<file path="config.mk">
export PLATFORM = sky130hd
export DESIGN_NAME = fetch_pc_ctrl
export DESIGN_NICKNAME = d
export VERILOG_FILES = /design/src/rtl/fetch_pc_ctrl.sv
export SDC_FILE = /design/constraint.sdc
export NUM_CORES = 1
export LEC_CHECK = 0
export BUFFER_PORTS_ARGS = -buffer_cell sky130_fd_sc_hd__buf_2
export CAP_MARGIN = 20
export CORE_AREA = 5 5 152 154
export DETAILED_ROUTE_END_ITERATION = 10
export DIE_AREA = 0 0 157 159
export SLEW_MARGIN = 40
export SYNTH_ARGS = -nofsm -noshare
export SYNTH_HDL_FRONTEND = slang
export SYNTH_SLANG_ARGS = --single-unit
</file>
<file path="constraint.sdc">
create_clock -name clk -period 1.7 [get_ports clk]
set_input_delay 0.17 -clock clk [delete_from_list [all_inputs] [get_ports clk]]
set_output_delay 0.17 -clock clk [all_outputs]
set_load 0.02 [all_outputs]
</file>
<file path="src/rtl/fetch_pc_ctrl.sv">
// Fetch-stage PC controller: selects the fetch PC, holds the F predicted-PC register
// and bubbles fetch while waiting for a ret target or sitting on a halt.
module fetch_pc_ctrl #(
  parameter logic [63:0] RESET_PC = 64'h0,
  parameter logic [3:0]  IC_HALT  = 4'h0,
  parameter logic [3:0]  IC_JXX   = 4'h7,
  parameter logic [3:0]  IC_CALL  = 4'h8,
  parameter logic [3:0]  IC_RET   = 4'h9
) (
  input  logic        clk,
  input  logic        rst,
  input  logic [3:0]  f_icode,
  input  logic [63:0] f_valC,
  input  logic [63:0] f_valP,
  input  logic [3:0]  M_icode,
  input  logic        M_cnd,
  input  logic [63:0] M_valA,
  input  logic [3:0]  W_icode,
  input  logic [63:0] W_valM,
  input  logic        F_stall,
  output logic [63:0] f_pc,
  output logic [63:0] F_predPC,
  output logic        f_bubble,
  output logic [1:0]  f_state
);

  localparam logic [1:0] S_RUN      = 2'd0;
  localparam logic [1:0] S_RET_WAIT = 2'd1;
  localparam logic [1:0] S_HALTED   = 2'd2;

  logic [1:0]  state;
  logic [1:0]  next_state;
  logic [63:0] next_pc;
  logic        w_ret;
  logic        m_mispred;
  logic        correction;
  logic        active;
  logic        load;

  assign w_ret     = (W_icode == IC_RET);
  assign m_mispred = (M_icode == IC_JXX) && !M_cnd;

  // W ret outranks an M mispredict when both arrive together.
  always_comb begin
    // NOTE: every combinational output gets a default first so no path infers a latch.
    f_pc = F_predPC;
    if (w_ret)          f_pc = W_valM;
    else if (m_mispred) f_pc = M_valA;
  end

  always_comb begin
    next_pc = f_valP;
    if (f_icode == IC_JXX || f_icode == IC_CALL) next_pc = f_valC;
    else if (f_icode == IC_HALT)                 next_pc = f_pc;
  end

  always_comb begin
    next_state = S_RUN;
    if (f_icode == IC_RET)       next_state = S_RET_WAIT;
    else if (f_icode == IC_HALT) next_state = S_HALTED;
  end

  // A correction is the redirect that releases a waiting state; it is consumed even
  // under stall, so it always loads the register.
  always_comb begin
    correction = 1'b0;
    case (state)
      S_RET_WAIT: correction = w_ret;
      S_HALTED:   correction = !w_ret && m_mispred;
      default:    correction = 1'b0;
    endcase
  end

  // The unused encoding behaves as RUN so the FSM can never lock up.
  assign active   = (state != S_RET_WAIT && state != S_HALTED) || correction;
  assign load     = active && (correction || !F_stall);
  assign f_bubble = !active;
  assign f_state  = state;

  always_ff @(posedge clk or posedge rst) begin
    // NOTE: state registers use non-blocking assignments so every flop samples pre-edge values.
    if (rst) begin
      F_predPC <= RESET_PC;
      state    <= S_RUN;
    end else if (load) begin
      F_predPC <= next_pc;
      state    <= next_state;
    end
  end

endmodule
</file>
Word-level counts from Yosys, hierarchy flattened

Cells that the tools add are included.
Widths: inputs -> output; s select.

Equality and inequality tests: 9
Mux-type cells: 7
Reductions and logical operators: 12

Operator list:

| cell               | count |
|---|---|
| $mux 64            | 4 |
| $eq 4x4->1 const B | 3 |
| $eq 4x3->1 const B | 2 |
| $logic_and 1x1->1  | 4 |
| $logic_not 1->1    | 4 |
| $logic_not 4->1    | 1 |
| $mux 2             | 2 |
| $logic_or 1x1->1   | 3 |
| $eq 2x1->1 const B | 1 |
| $eq 2x2->1 const B | 1 |
| $ne 2x1->1 const B | 1 |
| $ne 2x2->1 const B | 1 |
| $pmux 1 s2         | 1 |

Register bits: 66
Logic and storage cells: 30

Longest topological paths before layout

Depth in word-level cells: 6
Gate-level depth with buffers: 8

Worst setup path before layout

Ideal clock, no wire load.

Path type: reg2reg
From: register state[0], in the netlist f_state[0]
To: register F_predPC[12]
Library setup time: 0.135 ns
Arrival time: 1.921 ns
Data required time: 1.565 ns
Slack: -0.356 ns
Stages on the path, launching flop included: 9
Path buffers: 2
Clock period less this slack: 2.056 ns
Cell sequence: dfrtp_1 inv_1 ha_1 nor2b_1 a31oi_1 and2_1 buf_2 clkbuf_1 o31ai_1

Word-level cells in the longest chain between the ends: 4
Elaborated cells on any way between the ends: 9
Classes of those cells: eq/ne: 4; mux: 1; reduce/logical: 4

RTL lines:

| what                                            | line   | RTL |
|---|---|---|
| from (decl)                                     | 31     | `logic [1:0] state;` |
| from (signal assigned)                          | 87     | `state <= next_state;` |
| $eq 2x2->1 (tied with other cells)              | 67     | `case (state)` |
| $pmux 1 s2 or $logic_and 1x1->1 (tied branches) | 67, 75 |  |
| $logic_or 1x1->1 (on tied branches)             | 75, 76 |  |
| $logic_and 1x1->1 *                             | 76     | `assign load = active && (correction \|\| !F_stall);` |
| to (signal assigned)                            | 86     | `F_predPC <= next_pc;` |
| to (decl)                                       | 22     | `output logic [63:0] F_predPC,` |

Every way passes the cells marked *; elsewhere a longest branch is shown, timed or not.
A chain may end at the register's enable or synchronous reset.

Final worst setup path

From: register state[0], in the netlist f_state[0]
To: register F_predPC[31]

Same word-level chain as after synthesis.

==> summary.txt <==
Final layout
  – Layout Cells excl Fill: 1,559
  – Final net count: 1,547
  – Share of cells above drive strength 1: between 50% and 60%
  – Area grow syn2layout: 52.32%

Critical path
  – Worst r2r src: f_state[0]$_DFFE_PP0P_
  – Slowest stage delay, CP: around 400 ps
  – CP startpoint kind: flop
  – CP Launch Point: f_state[0]$_DFFE_PP0P_
  – WP data required: 1920 ps
  – Crit-path max FO: 33
  – Critical path data arrival time: 1980 ps
  – Worst setup EP type: flop
  – Worst Setup Path Type: reg2reg
  – CP Cell Sequence: inv_2 > ha_4 > nor2b_4 > a31oi_4 > and2_4 > buf_12 > o31ai_1
  – Crit path max-delay cell type: dfrtp_2

Synth
  – Cell Area, Synth: 6890 um2
  – Cells after synthesis: 911
  – Sequential area share after synthesis: 23.97%
  – Netlist cell types: 33
  – Syn_area_per_cell: 7.564 um2
  – Yosys warns: 0
  – Yosys reg bits: 66
  – Synth Net Count: 1,185

Clock tree
  – Clock slew at reported path FFs: 60 ps
  – Clock Tree Buf Depth: 2
  – Num CTS Buffers: 9
  – Clock Root Buffer: clkbuf_16
  – CTS H-tree depth: 3
  – Clock sink count: 66
  – CTS tree: built
  – Worst-Skew Late Latency: 340 ps

STA
  – Minimum hold slack: 109.9 ps
  – Worst Max-Slew Pin Slew: ~420 ps
  – Slew margin rel.: 71.91%
  – Final worst path period need: 1767 ps
  – Final Setup Violations: 41
  – Slew Limit Fails: 0
  – Final hold vios: 0
  – Worst setup margin: -67.41 ps
  – RSZ-0062 raised after global routing: yes
  – Setup Skew: 6.969 ps
  – FMAX: between 500 and 600 MHz
  – Period Utilization, post-route: 104.0%

Detailed routing
  – WL final: 32,370 um
  – Vias/cell: 5.736
  – DR vias: between 8,000 and 9,000
  – Initial DRC count: 464
  – DRC: 0
  – Routed Antenna Nets: 0
  – WL/cell: 20.76 um
  – TritonRoute pass-1 iters: 5

Die
  – Die H: 159 um
  – Full die area: 24,960 um2
  – Starting Density: between 30% and 40%
  – Die width: 157 um
  – Row Count: 54
  – I/O pin cnt: around 400
  – Core area: 21,550 um2

Power
  – VDD IR max: 0.3305 mV
  – PD cells: 731.2 nW/um2
  – Pwr Total: 7.674 mW
  – LEAKAGE: 4.667 nW

Global route
  – Initial antenna violation count: 4
  – Grt met1 use: 29.56%
  – GRT Total Usage: 23.84%
  – GRT overflow: 0
  – Vias in the first global route: 8,696
  – Met2 usage in global routing: 41.24%
  – Global routing usage on met3: 4.077%
  – Maximum number of pins on one net before global-route repair: 67
  – First-pass GRT wire length: 48,590 um
  – GRT busiest layer: met2

Placement
  – Gpl congestion: 0.8386
  – DP HPWL: 23,450 um
  – Inst Count DP: 1,533
  – I/O Buffers: 402

Flow run
  – # Max-Cap Violations: 0

Worst hold path
  – Hold path startpoint: f_icode[2]
  – HP Class: in2reg

Outcome
  – Outcome: complete, but fails checks
  – Failing checks: negative setup slack
logic make-up after synthesis:
| logic type | Yosys count | share of synthesized area, % |
|---|---|---|
| adders and majority gates | 2 | 0.3631 |
| AOI/OAI and AO/OA | 386 | 39.66 |
| and+or+nand+nor | 278 | 19.52 |
| buffers and inverters | 115 | 7.191 |
| muxes | 64 | 9.297 |
| DFF | 66 | 23.97 |
metrics by stage:
step	worst slack, ps	util, %	setup TNS, ps	instance area [um2]
3_3_place_gp	-40.70	45.58	-751.5	9824
6_report	-67.41	48.69	-1953	10500
3_5_place_dp	-68.52	45.58	-1817	9824
2_1_floorplan	-61.81	-	-2289	7293
5_1_grt	-113.5	48.69	-4418	10500
4_1_cts	-30.15	47.38	-1023	10210
report_power, final:
part           internal (mW)  total [mW]  switching [mW]  leakage [nW]
registers               1.84        2.16           0.319         0.799
clock network           1.20        1.90           0.705         0.141
logic                   1.52        3.61            2.09          3.73
layout by cell type (no fill, tap or decap), types with 3 or more instances in the layout:
master and n:
buf_2 398, nand3_1 57, o22ai_1 51, mux2i_1 64, nand2_1 66, dfrtp_1 64, or2_2 64, a21oi_1 66
a21boi_0 63, o31ai_1 36, o22ai_2 12, o31ai_2 23, buf_4 31, buf_12 23, diode_2 3, nor2_1 64
a311o_1 63, a21oi_2 60, clkbuf_16 12, o31ai_4 4, nand3_2 10
worst max-delay path: cells and delay by family, from the launching register on:
family	cells	cell delay (ps)
AO/OA/AOI/OAI	2	300
adder cells (fa/ha/maj)	1	200
buffers and inverters	2	310
flip-flops	1	400
AND/OR/NAND/NOR	2	410
state kept, by name, indices dropped and copies added, names as in the netlist:
name      flops
F_predPC     64
f_state       2
synth_stat cells, drive strengths merged:
cell type  count  area (um2)
and4           1       8.760
a21boi        63       473.0
a31oi          3       18.77
nor4           1       6.260
and2           1       6.260
o22ai         63       469.2
nor3           2       10.01
nand4b         1       8.760
and4b          1       10.01
nor2b          3       18.77
nand2         68       255.2
buf           29       172.7
o31ai         63       473.0
inv            5       18.77
a21oi        126       630.6
a32o           1       10.01
mux2i         64       640.6
or2           64       400.4
a311o         63       630.6
clkbuf        81       304.0
and4bb         1       12.51
o21ai          2       10.01
dfrtp         66        1652
nand4bb        1       11.26
nand3         67       335.3
nor2          65       244.0
or4            1       11.26
ha             2       25.02
o41ai          2       17.52
nand4          1       6.260
path summary, 6_finish.rpt:
kind                                             to  slack, ps  depth (start not counted)
max                        F_predPC[31]$_DFFE_PP0P_        -70                          7
min                          f_state[0]$_DFFE_PP0P_        110                          2
max reg2reg                F_predPC[31]$_DFFE_PP0P_        -70                          7
min reg2reg                F_predPC[30]$_DFFE_PP0P_        550                          2
max in group asynchronous  F_predPC[33]$_DFFE_PP0P_        870                          4
min in group asynchronous  F_predPC[55]$_DFFE_PP0P_        480                          4
timing repair:
item,4_1_cts,5_1_grt
pin swaps,0,3
endpoints found under the setup margin,43,68
cloned,0,4
hold buffers,1,0
setup buffers,0,4
resized for setup,16,32
endpoints found under the hold margin,66,0
final cells by class:
cell class	count	area, um2
antenna	3	7.507
clock buffer	12	256.5
clock inverter	2	37.54
fill	2107	11060
inverter	5	23.77
multi-input combinational	730	5299
sequential	66	1654
tap	280	350.3
timing repair buffer	461	2867
routing by layer:
layer | part of all wire (%) | wire [um] | vias up
met3 | 8.5 | 2765 | 60
met4 | 2.9 | 942 | 2
met2 | 49 | 15940 | 469
met1 | 39 | 12710 | 4235
li1 | - | - | 4176
met5 | 0.040 | 13 | -
Note: power is estimated with default switching activity, not from simulation.
